File: src/rtl/fb_scanout_pkg.sv
// Shared definitions for the frame-buffer scanout block.
// Provides frame geometry, FSM state encoding, the stream beat payload and
// a helper that builds a beat from an FB address and its read data.
package fb_scanout_pkg;

    localparam int unsigned FB_W  = 64;
    localparam int unsigned FB_H  = 64;
    localparam int unsigned PIX_W = 12;
    localparam int unsigned FB_AW = 12;
    localparam int unsigned FB_XW = 6;
    localparam int unsigned FB_YW = 6;
    localparam int unsigned FB_N  = FB_W * FB_H;

    typedef enum logic [1:0] {
        IDLE  = 2'd0,
        READ  = 2'd1,
        DRAIN = 2'd2,
        FIN   = 2'd3
    } state_e;

    // One pixel-stream beat: PIX_W + 14 bits
    typedef struct packed {
        logic             sof;
        logic             eol;
        logic [FB_YW-1:0] y;
        logic [FB_XW-1:0] x;
        logic [PIX_W-1:0] data;
    } pix_beat_t;

    // Build a beat from a raster address and the pixel read from it
    function automatic pix_beat_t make_beat(input logic [FB_AW-1:0] addr,
                                            input logic [PIX_W-1:0] data);
        pix_beat_t b;
        b.x    = addr[FB_XW-1:0];
        b.y    = addr[FB_AW-1:FB_XW];
        b.data = data;
        b.sof  = (addr == '0);
        b.eol  = (addr[FB_XW-1:0] == FB_XW'(FB_W - 1));
        return b;
    endfunction

endpackage

File: src/rtl/fb_skid_fifo.sv
// Small output skid FIFO for the scanout pixel stream.
// Ports: clk/reset (async, active-high), push/wdata write side,
// pop/rdata read side (rdata is the head entry), count = occupancy,
// empty = registered empty flag. Push into a full FIFO is only legal
// together with a pop; the caller guarantees this.
module fb_skid_fifo
    import fb_scanout_pkg::*;
#(
    parameter int unsigned DEPTH = 2
) (
    input  logic                           clk,
    input  logic                           reset,
    input  logic                           push,
    input  pix_beat_t                      wdata,
    input  logic                           pop,
    output pix_beat_t                      rdata,
    output logic [$clog2(DEPTH+1)-1:0]     count,
    output logic                           empty
);

    localparam int unsigned PW = (DEPTH > 1) ? $clog2(DEPTH) : 1;
    localparam int unsigned CW = $clog2(DEPTH + 1);

    pix_beat_t       mem [DEPTH];
    logic [PW-1:0]   wr_ptr;
    logic [PW-1:0]   rd_ptr;
    logic [CW-1:0]   count_q;
    logic [CW-1:0]   count_d;
    logic            empty_q;

    // Pointer advance with wrap for non-power-of-2 depths
    function automatic logic [PW-1:0] bump(input logic [PW-1:0] p);
        return (p == PW'(DEPTH - 1)) ? '0 : p + PW'(1);
    endfunction

    // Next occupancy
    always_comb begin
        count_d = count_q;
        case ({push, pop})
            2'b10:   count_d = count_q + CW'(1);
            2'b01:   count_d = count_q - CW'(1);
            default: count_d = count_q;
        endcase
    end

    // Storage array carries no reset; validity is tracked by count/empty
    always_ff @(posedge clk) begin
        if (push) begin
            mem[wr_ptr] <= wdata;
        end
    end

    // Pointers and occupancy
    always_ff @(posedge clk or posedge reset) begin
        if (reset) begin
            wr_ptr  <= '0;
            rd_ptr  <= '0;
            count_q <= '0;
            empty_q <= 1'b1;
        end else begin
            if (push) begin
                wr_ptr <= bump(wr_ptr);
            end
            if (pop) begin
                rd_ptr <= bump(rd_ptr);
            end
            count_q <= count_d;
            empty_q <= (count_d == '0);
        end
    end

    assign rdata = mem[rd_ptr];
    assign count = count_q;
    assign empty = empty_q;

endmodule

File: src/rtl/fb_scanout.sv
// Frame-buffer scanout: after the sprite engine pulses done, reads all
// FB_W*FB_H pixels in raster order from the FB SRAM and streams them out
// as valid/ready beats tagged with x/y and sof/eol markers.
// Ports: clk, reset (async, active-high), done (start pulse);
// FB_CEN/FB_WEN/FB_A/FB_Q SRAM read port; pix_valid/pix_ready handshake
// with pix_data/pix_x/pix_y/pix_sof/pix_eol payload; busy, frame_done status.
module fb_scanout
    import fb_scanout_pkg::*;
#(
    parameter int unsigned FIFO_DEPTH = 2
) (
    input  logic                 clk,
    input  logic                 reset,
    input  logic                 done,
    output logic                 FB_CEN,
    output logic                 FB_WEN,
    output logic [FB_AW-1:0]     FB_A,
    input  logic [PIX_W-1:0]     FB_Q,
    output logic                 pix_valid,
    input  logic                 pix_ready,
    output logic [PIX_W-1:0]     pix_data,
    output logic [FB_XW-1:0]     pix_x,
    output logic [FB_YW-1:0]     pix_y,
    output logic                 pix_sof,
    output logic                 pix_eol,
    output logic                 busy,
    output logic                 frame_done
);

    localparam int unsigned CW = $clog2(FIFO_DEPTH + 1);

    state_e            state_q;
    state_e            state_d;
    logic [FB_AW-1:0]  rd_addr_q;
    logic [FB_AW-1:0]  rd_addr_d;
    logic [FB_AW-1:0]  issue_addr;
    logic              issue;
    logic              inflight_q;
    logic              busy_d;
    logic              frame_done_d;
    logic              push;
    logic              pop;
    logic [CW-1:0]     fifo_count;
    logic              fifo_empty;
    pix_beat_t         head;
    logic [CW:0]       level_after;

    // Read data arrives at the edge closing the CEN-low cycle; FB_A still
    // holds the issued address then, so it doubles as the x/y tag.
    assign push = inflight_q;
    assign pop  = !fifo_empty && pix_ready;

    // FIFO occupancy after this edge; an issue is allowed only if the
    // resulting read still has a guaranteed slot.
    assign level_after = (CW+1)'(fifo_count) + (CW+1)'(push) - (CW+1)'(pop);

    // Next-state and issue logic
    always_comb begin
        state_d      = state_q;
        rd_addr_d    = rd_addr_q;
        issue        = 1'b0;
        issue_addr   = rd_addr_q;
        busy_d       = busy;
        frame_done_d = 1'b0;
        case (state_q)
            IDLE: begin
                // Address 0 is issued on the accepting edge to save a cycle
                if (done) begin
                    issue      = 1'b1;
                    issue_addr = '0;
                    rd_addr_d  = FB_AW'(1);
                    busy_d     = 1'b1;
                    state_d    = READ;
                end
            end
            READ: begin
                if (level_after < (CW+1)'(FIFO_DEPTH)) begin
                    issue     = 1'b1;
                    rd_addr_d = rd_addr_q + FB_AW'(1);
                    if (rd_addr_q == FB_AW'(FB_N - 1)) begin
                        state_d = DRAIN;
                    end
                end
            end
            DRAIN: begin
                // Last beat leaves on this edge: pulse frame_done next cycle
                if (level_after == '0) begin
                    frame_done_d = 1'b1;
                    busy_d       = 1'b0;
                    state_d      = FIN;
                end
            end
            FIN: begin
                state_d = IDLE;
            end
            default: begin
                state_d = IDLE;
            end
        endcase
    end

    // State and registered SRAM/status outputs
    always_ff @(posedge clk or posedge reset) begin
        if (reset) begin
            state_q    <= IDLE;
            rd_addr_q  <= '0;
            inflight_q <= 1'b0;
            FB_CEN     <= 1'b1;
            FB_A       <= '0;
            busy       <= 1'b0;
            frame_done <= 1'b0;
        end else begin
            state_q    <= state_d;
            rd_addr_q  <= rd_addr_d;
            inflight_q <= issue;
            FB_CEN     <= !issue;
            if (issue) begin
                FB_A <= issue_addr;
            end
            busy       <= busy_d;
            frame_done <= frame_done_d;
        end
    end

    assign FB_WEN = 1'b1;

    fb_skid_fifo #(
        .DEPTH (FIFO_DEPTH)
    ) u_fifo (
        .clk   (clk),
        .reset (reset),
        .push  (push),
        .wdata (make_beat(FB_A, FB_Q)),
        .pop   (pop),
        .rdata (head),
        .count (fifo_count),
        .empty (fifo_empty)
    );

    assign pix_valid = !fifo_empty;
    assign pix_data  = head.data;
    assign pix_x     = head.x;
    assign pix_y     = head.y;
    assign pix_sof   = head.sof;
    assign pix_eol   = head.eol;

endmodule

File: config.mk
export PLATFORM = sky130hd
export DESIGN_NAME = fb_scanout
export DESIGN_NICKNAME = d
export VERILOG_FILES = /design/src/rtl/fb_scanout_pkg.sv /design/src/rtl/fb_skid_fifo.sv /design/src/rtl/fb_scanout.sv
export SDC_FILE = /design/constraint.sdc
export NUM_CORES = 1
export LEC_CHECK = 0
export CORE_UTILIZATION = 40
export DETAILED_ROUTE_END_ITERATION = 10
export PLACE_DENSITY = 0.63
export RECOVER_POWER = 25
export SYNTH_ARGS = -nofsm -noshare
export SYNTH_HDL_FRONTEND = slang
export SYNTH_SLANG_ARGS = --single-unit
File: constraint.sdc
create_clock -name clk -period 5.7 [get_ports clk]
set_input_delay 0.57 -clock clk [delete_from_list [all_inputs] [get_ports clk]]
set_output_delay 0.57 -clock clk [all_outputs]
set_load 0.01 [all_outputs]
==> summary by stage <==
Cells and area
Of the cells placed in the final design, the portion with a size suffix greater than 1 is 15.2%. The layout overhead on the synthesized area is 21.3%. In the final design database the tool counted 347 nets. The number of antenna cells inserted is 0.

Logic synthesis
A synthesized cell averages 13.6 um^2. The cell accounting for the most synthesized area is edfxtp_1. After synthesis the netlist holds a flip-flop and latch count of 87. During synthesis, Yosys emitted a total of 0 warnings.

Counting flops with a built-in enable in the synthesized netlist gives 52. Synthesis handed over a netlist of 277 instances. By area the synthesized netlist is led by edfxtp_1 (41%), dfrtp_1 (22%), mux2_2 (7.8%).

Synthesis instantiated 47 different standard cells from the library. The most used flip-flop cell after synthesis is edfxtp_1. The top cell type's share of synthesized area is 41.4%. The number of nets in the synthesized netlist is 299. In this run the cell area of the synthesized design comes to 3770 um^2. The sequential element share of the synthesized area is 64.7%. The fraction of synthesis flops using an asynchronous set or reset pin is 40.2%.

Timing
The final period demand of the worst path is 3.15 ns. The final-report hold violation count is 0. Between clock sinks in the finished design, the worst skew comes to 0.00701 ns.

After routing, the total negative slack on setup checks comes to 0 ns. The slew of the pin with the lowest slew margin is 1.92 ns. The relative max-transition margin is -28.0%.

Setup violations remaining at the end of the flow were counted as 0. The top achievable clock speed is 317 MHz. Of the available clock period, the critical path in the final layout requires 55.3%.

Setup repair after global routing left no endpoint under its margin. The number of pins with negative max-slew slack in the final report was 36.

GRT
The via count of the first global-routing pass came to 2224. The first global-routing pass estimated 10.9 mm of wire. The total track usage is 14.3%. The residual overflow from global routing is 0. The initial antenna violation count was 0. Entering global routing, the biggest net connects 36 pins.

Worst setup path
STA classifies the critical path startpoint as an input pin. The critical path data required time is 5.93 ns. The worst setup path is captured at a flop. The worst setup path is of the in -> reg kind. In this run the worst path has a maximum fanout of 5. STA puts the critical path data arrival time at 3.39 ns.

Pwr
Total power for the finished layout comes to 2.26 mW. The power density over the cells is 495 nW/um^2. For this design the static power due to leakage is 1.84 nW. The worst-case IR drop observed on VDD is 0.212 mV.

Route
The DRC marker count from the first detailed-route iteration is 37. The wire length per cell after detailed routing is 15.2 um. In the routed layout, each cell is associated on average with a via count of 5.12.

The total via count in the routed design is 2256. The final wirelength is 6.69 mm. The number of search-and-repair iterations in the first detailed-routing pass is 4. The number of design rule violations left after detail routing is 0. The count of nets left with antenna violations once routing finished came out at 0.

Die
The die width is 99.1 um. Row generation in the floorplan step produced 35 rows. The initial standard-cell utilization of the core is 41.0%.

The die footprint is 9820 um^2. Pin placement for this block handled 59 I/O pins. The overall die height is 99.1 um. The core box area is 9200 um^2.

Clock network
The largest buffer count on any clock path is 2. The clock-pin transition on the worst setup and hold timing paths is 0.09 ns. Once the clock tree was built, the setup fixing pass inserted 0 buffers.

CTS saw 87 sinks. The number of clock buffers added by TritonCTS is 9. At the later pin of the worst-skew pair, clock insertion delay measures 0.35 ns. The buffer cell driving the clock tree root is clkbuf_8. TritonCTS built the clock tree.

The number of H-tree levels is 3. In this run, post-CTS repair resized a total of 0 instances. Hold repair after CTS inserted 0 buffers.

Job
Across the run, the number of max-cap violations was 1.

Placed design
The sum of net half-perimeters after detailed placement is 4.30 mm. The final weighted congestion in routability-driven placement is 0.773. Input and output buffers added on the ports amount to 57.

Run status
The final reports fail on max-capacitance violations, max-slew violations. The run finished, with violations left.

Worst hold path
The worst hold path class is reg -> reg.
## state kept, by name (all words and copies together), names as in the netlist
| register | flops |
|---|---|
| FB_A | 12 |
| FB_CEN | 1 |
| busy | 1 |
| frame_done | 1 |
| inflight_q | 1 |
| rd_addr_q | 12 |
| state_q | 2 |
| u_fifo.count | 2 |
| u_fifo.empty | 1 |
| u_fifo.mem | 52 |
| u_fifo.rd_ptr | 1 |
| u_fifo.wr_ptr | 1 |
## cells in the final DEF, fill, tap and decap left out, types with 2 or more instances in the layout
master	Yosys	final
edfxtp_1	52	52
and3_1	3	3
clkbuf_1	5	2
dfrtp_1	33	33
o21ai_0	10	10
nand3_1	6	6
clkdlybuf4s50_1	0	44
buf_4	14	2
bufinv_16	0	2
dlygate4sd3_1	0	13
clkbuf_8	0	9
mux2_2	26	26
nor4_1	4	4
ha_1	5	5
nor2_1	32	32
nand4_1	2	2
a21oi_1	4	4
xor2_1	7	7
nand2_1	14	14
dfstp_2	2	2
mux2i_1	12	12
xnor2_1	3	3
inv_1	9	9
and2_1	2	2
nand2b_1	3	3
nand4b_1	2	2
## where the power goes
part | total (mW) | switching, mW | leakage, nW | internal, mW
Clock | 0.475 | 0.224 | 0.109 | 0.251
Combinational | 0.826 | 0.400 | 0.792 | 0.426
Sequential | 0.961 | 0.126 | 0.937 | 0.835
Total | 2.26 | 0.749 | 1.84 | 1.51
## Yosys cell counts, types with 2 or more instances
cell       n
buf_2      2
nand4b_1   2
mux2_2    26
nand4_1    2
nor2b_1    2
inv_1      9
dfrtp_1   33
ha_1       5
nand3_1    6
nand2b_1   3
nand2_1   14
a21oi_1    4
and3_1     3
edfxtp_1  52
xnor2_1    3
dfstp_2    2
nor4_1     4
nor2_1    32
buf_4     14
and2_1     2
o21ai_0   10
mux2i_1   12
clkbuf_1   5
xor2_1     7
## stage by stage
| step | hold slack [ns] | util (%) | area (um^2) | worst slack (ns) | instances |
|---|---|---|---|---|---|
| 3_3_place_gp | 0.487 | 47.4 | 4360 | 2.24 | 425 |
| 2_1_floorplan | 0.455 | - | 3770 | 2.81 | 277 |
| 4_1_cts | 0.508 | 49.8 | 4580 | 2.54 | 441 |
| 3_5_place_dp | 0.496 | 47.4 | 4360 | 2.19 | 425 |
| 5_1_grt | 0.518 | 49.7 | 4570 | 2.37 | 441 |
| 6_report | 0.505 | 49.7 | 4570 | 2.55 | 441 |
## logic make-up after synthesis
kind of cell | after synthesis | share of synthesized area (%)
other cells | 1 | 0.0995
fa+ha+maj | 6 | 2.19
simple gates | 77 | 10.4
xor+xnor | 10 | 2.32
compound gates | 24 | 4.08
flops | 87 | 64.7
mux | 39 | 11.3
buf+inv | 33 | 4.95
## path summary, 6_finish.rpt
kind	depth (start not counted)	slack, ns	from	endpoint
setup / recovery	10	2.55	pix_ready	state_q[1]$_DFFE_PP0P_
hold / removal	1	0.50	u_fifo.wr_ptr$_DFFE_PP0P_	u_fifo.wr_ptr$_DFFE_PP0P_
hold reg to reg	1	0.50	u_fifo.wr_ptr$_DFFE_PP0P_	u_fifo.wr_ptr$_DFFE_PP0P_
max in group asynchronous	3	3.25	reset	FB_A[11]$_DFFE_PP0P_
min in group asynchronous	3	1.34	reset	FB_A[5]$_DFFE_PP0P_
setup reg to reg	9	2.70	u_fifo.empty$_DFF_PP1_	state_q[1]$_DFFE_PP0P_
## per-layer routing
metal | track usage (%) | up-vias | wire [um]
met5 | 0 | - | 0
met4 | 5.88 | 0 | 105
met3 | 3.19 | 11 | 319
met2 | 23.3 | 54 | 3200
met1 | 18.6 | 1122 | 3070
li1 | - | 1069 | -
## worst max-delay path, stage by stage
cell             delay (ns)
clkdlybuf4s50_1        0.46
nand2b_1               0.13
xnor2_1                0.27
ha_1                   0.19
inv_1                  0.04
fa_1                   0.52
inv_2                  0.06
or3_1                  0.39
a222oi_1               0.40
mux2_1                 0.37
## area by class of cell
type	instances	area, um^2
Clock buffer	10	128
Clock inverter	6	92.6
Fill cell	809	4620
Inverter	10	37.5
Multi-Input combinational cell	157	1150
Sequential cell	87	2440
Tap cell	111	139
Timing Repair Buffer	60	589
(Power assumes the default switching activity.)
==> RTL change 1 (same settings) <==
Re-encode `state_e` (4 states) as one-hot, 4 bits wide.
--- a/src/rtl/fb_scanout_pkg.sv
+++ b/src/rtl/fb_scanout_pkg.sv
@@ -12,9 +12,9 @@
     localparam int unsigned FB_N  = FB_W * FB_H;
 
-    typedef enum logic [1:0] {
-        IDLE  = 2'd0,
-        READ  = 2'd1,
-        DRAIN = 2'd2,
-        FIN   = 2'd3
+    typedef enum logic [3:0] {
+        IDLE  = 4'b0001,
+        READ  = 4'b0010,
+        DRAIN = 4'b0100,
+        FIN   = 4'b1000
     } state_e;
 
Behaviour: same outputs for any inputs over 10 cycles, from zero or initial values and one cycle with reset high; not proved beyond that.
==> RTL change 1 against the unedited design <==
The run still ends with capacitance limit, slew limit left; sequential power fell by 3.5%; sequential cell count increased by 2; synthesized cell count down 8.7%; sequential share of layout area grew 2.1 points; largest power group unchanged; synthesized area shrank 0.90%; design area shrank 1.7%; highest routed layer unchanged; total power shrank 11%; count of clock-buffer cells in the layout decreased by 1; worst setup slack worse by 0.035 ns; register-to-register slack worse by 0.05 ns; via count fell by 1.2%; maximum frequency down 1.1%; routed wire length is 1.4% higher; global-route usage rose by 0.49 points.
==> RTL change 1: results (changes against the unedited design) <==
{| class="wikitable"
! Metric !! Value
|-
| Run status || finished with violations
|-
| Violations in the final reports || capacitance limit, slew limit
|-
| Leading cell types by total area after synthesis || sky130_fd_sc_hd__edfxtp_1 42%, sky130_fd_sc_hd__dfrtp_1 23%, sky130_fd_sc_hd__mux2_2 7.8%, sky130_fd_sc_hd__a22o_1 3.0%, sky130_fd_sc_hd__buf_4 2.8%
|-
| Fraction of area in multi-input gates || 0.236 (-0.0151)
|-
| Adder-cell share of the synthesized area || 0.0121 (-0.00985)
|-
| Part of the Yosys area used for sequential elements || 0.667 (+0.0196)
|-
| Top cells by count, synth || 52 x sky130_fd_sc_hd__edfxtp_1, 34 x sky130_fd_sc_hd__dfrtp_1, 26 x sky130_fd_sc_hd__mux2_2
|-
| Switching Share || 0.335 (+0.00352)
|-
| Logic inverters || 9 (-1)
|-
| Syn_nets || 272 (-9.0%)
|-
| Post-synth ARST share || 0.416 (+0.0134)
|-
| Layout clock buffer count || 9 (-1)
|-
| Routing usage on met3 || 0.0340 (+0.00213)
|-
| Worst path arrival time || 3.44 ns (+0.05 ns)
|-
| Wire length of the first global-routing pass || 11.3 mm (+3.8%)
|-
| DP Wirelength || 4.44 mm (+3.1%)
|-
| Relative slew slack || -0.320 (-0.0397)
|-
| Met2 routed WL || 3.32 mm (+3.9%)
|-
| Max cap viols || 1 (unchanged)
|-
| GPL Wtd Cong || 0.793 (+2.6%)
|-
| XOR/XNOR Fraction of Synth Area || 0.0141 (-0.00917)
|-
| Total standard cell area after synthesis || 3740 um2 (-0.90%)
|-
| Number of distinct library cell variants in the gate-level netlist after synthesis || 50 (+6.4%)
|-
| Leakage || 1.72 nW (-6.4%)
|-
| Peak fanout along the critical path || 19 (+14)
|-
| GRT Overall Usage || 0.148 (+0.00494)
|-
| Fill cell total of the finished layout || 771 (-4.7%)
|-
| Proportion of cell area spent on the clock network || 0.0412 (-0.00695)
|-
| Final count of pins violating max slew || 38 (+5.6%)
|-
| Layout cells sized above 1 || 0.172 (+0.0206)
|-
| Met3 wire len || 360 um (+13%)
|-
| Initial detailed-routing violation count || 115 (+210%)
|-
| Flip-flop and latch area || 2490 um2 (+2.1%)
|}
## RTL change 1: cell count changes in the layout (fill, tap and decap cells not counted), sizes merged, moves of 3 or more
cell   before  now
nor2       32    4
xor2        7    3
nor3        2    8
o21ai      11    8
a22o        1   13
mux2i      12    3
and4        0    3
a211o       0    3
nand2      14   11
ha          5    2
## RTL change 1: power by group through the flow
stage / Combinational [W] / Sequential (W) / Clock [W]
2_1_floorplan: 0.000473 / 0.000892 / 0
3_3_place_gp: 0.000682 / 0.000940 / 0
3_5_place_dp: 0.000688 / 0.000946 / 0
4_1_cts: 0.000692 / 0.000932 / 0.000429
5_1_grt: 0.000736 / 0.000946 / 0.000458
6_report: 0.000678 / 0.000927 / 0.000416
## RTL change 1: metrics by stage
stage	setup slack, ns	instances
after detailed placement	2.14	400
final	2.51	416
after CTS	2.51	416
after global routing	2.28	416
after floorplan	2.94	253
after global placement	2.20	400
## RTL change 1: worst max-delay path: stages
cell	delay, ns
sky130_fd_sc_hd__clkdlybuf4s50_1	0.46
sky130_fd_sc_hd__nand2b_1	0.13
sky130_fd_sc_hd__xnor2_1	0.25
sky130_fd_sc_hd__ha_1	0.19
sky130_fd_sc_hd__inv_1	0.05
sky130_fd_sc_hd__fa_1	0.40
sky130_fd_sc_hd__xnor2_1	0.43
sky130_fd_sc_hd__a21oi_2	0.11
sky130_fd_sc_hd__or2_1	0.46
sky130_fd_sc_hd__a211o_1	0.38
## RTL change 1: worst paths after layout
check | end | slack [ns]
setup / recovery | rd_addr_q[8] | 2.51
min in group asynchronous | u_fifo.rd_ptr | 1.35
hold reg to reg | u_fifo.wr_ptr | 0.51
max in group asynchronous | FB_A[1] | 3.20
hold / removal | u_fifo.wr_ptr | 0.51
setup reg to reg | rd_addr_q[8] | 2.65
==> RTL change 2 (same flow settings) <==
Made on the original files. `FIFO_DEPTH`: 2 -> 1.
--- a/src/rtl/fb_scanout.sv
+++ b/src/rtl/fb_scanout.sv
@@ -8,5 +8,5 @@
     import fb_scanout_pkg::*;
 #(
-    parameter int unsigned FIFO_DEPTH = 2
+    parameter int unsigned FIFO_DEPTH = 1
 ) (
     input  logic                 clk,
Behaviour: not the same (a bounded check fails within 4 cycles, from zero or initial values and one cycle with reset high).
==> RTL change 2 against the unedited design <==
The run still ends with capacitance limit, slew limit left; critical endpoint is now FB_A[8]; first-iteration DRC count up 95%; sequential cell count down 29; worst setup slack better by 0.15 ns; highest routed layer unchanged; largest power group unchanged; design area down 29%; total power down 33%; synthesized area down 33%; routed wire length down 29%; via count down 25%.
==> RTL change 2: results (changes against the unedited design) <==
{| class="wikitable"
! Metric !! Value
|-
| Run status || finished with violations
|-
| Violations in the final reports || capacitance limit, slew limit
|-
| Post-detailed-route via-to-cell ratio || 5.15 (+0.57%)
|-
| Worst Skew || 0.00815 ns (+0.00114 ns)
|-
| GRT Overall Usage || 0.164 (+0.0208)
|-
| Least-Margin Pin Slew || 1.68 ns (-0.243 ns)
|-
| Post-route insts no fill || 331 (-25%)
|-
| FF-to-FF path depth || 8 (-1)
|-
| Clock Latency Late Sink || 0.33 ns (-0.02 ns)
|-
| Max cap viols || 1 (unchanged)
|-
| Cell family contributing the most delay on the critical path || compound AO/OA/AOI/OAI gates
|-
| Register clock-pin slew on the reported worst setup and hold paths || 0.07 ns (-0.02 ns)
|-
| Peak fanout along the critical path || 14 (+9)
|-
| Placed standard-cell area || 3070 um2 (-29%)
|-
| Worst path arrival time || 3.27 ns (-0.12 ns)
|-
| GPL Wtd Cong || 0.812 (+5.1%)
|-
| Post-synth ARST share || 0.552 (+0.149)
|-
| Final net count || 274 (-21%)
|-
| Synth Flop Type || sky130_fd_sc_hd__dfrtp_1
|-
| Number of flops mapped to enable cells by yosys || 26 (-50%)
|-
| Number of instances in the synthesized netlist || 198 (-29%)
|-
| Routed wire per std cell || 14.3 um (-5.5%)
|-
| Largest net degree at the start of global routing || 33 (-8.3%)
|-
| Startpoint of the most critical hold path || rd_addr_q[11]
|-
| Number of distinct library cell variants in the gate-level netlist after synthesis || 41 (-13%)
|-
| Part of the Yosys area used for sequential elements || 0.631 (-0.0158)
|-
| Final count of pins violating max slew || 33 (-8.3%)
|-
| Destination of the worst register-to-register timing path || FB_A[8]
|-
| Worst path max stage delay || 0.79 ns (+0.27 ns)
|-
| Post-Place Worst Slack || 2.36 ns (+0.174 ns)
|}
[RTL change 2: cell families (layout without fill, tap and decap cells)]
| family | count (synthesis) | in the layout | synth area share |
|---|---|---|---|
| simple gates | 61 | 61 | 0.137 |
| mux | 1 | 1 | 0.00399 |
| compound gates | 39 | 39 | 0.118 |
| fa+ha+maj | 7 | 7 | 0.0349 |
| flops | 58 | 58 | 0.631 |
| buf+inv | 28 | 86 | 0.0623 |
| other cells | 1 | 1 | 0.00149 |
| xor+xnor | 3 | 3 | 0.0105 |
[RTL change 2: worst max path at each step]
stage / startpoint / endpoint / slack (ns)
3_5_place_dp: pix_ready / FB_A[8] / 2.36
3_3_place_gp: pix_ready / FB_A[3] / 2.41
6_report: pix_ready / FB_A[8] / 2.69
2_1_floorplan: pix_ready / rd_addr_q[4] / 3.12
5_1_grt: pix_ready / FB_A[9] / 2.45
4_1_cts: pix_ready / FB_A[8] / 2.70
[RTL change 2: per-layer routing]
metal,share of wire,up-vias,global-route usage
met1,0.46,784,0.219
met3,0.083,12,0.0506
met2,0.43,67,0.236
li1,-,840,-
met5,0,-,0
met4,0.022,0,0.0911
[RTL change 2: layout make-up]
cell class,instances,area [um2],share of cell area
inverter,11,41.3,0.0127
timing repair buffer,59,582,0.179
tap,75,93.8,0.0288
multi-input combinational,112,768,0.236
sequential,58,1580,0.487
clock inverter,6,57.6,0.0177
clock buffer,10,128,0.0392
[RTL change 2: power breakdown]
group / total (W) / internal, W / switching [W] / leakage, nW
Combinational: 0.000552 / 0.000248 / 0.000304 / 0.556
Sequential: 0.000609 / 0.000558 / 0.0000513 / 0.672
Clock: 0.000356 / 0.000199 / 0.000158 / 0.0974
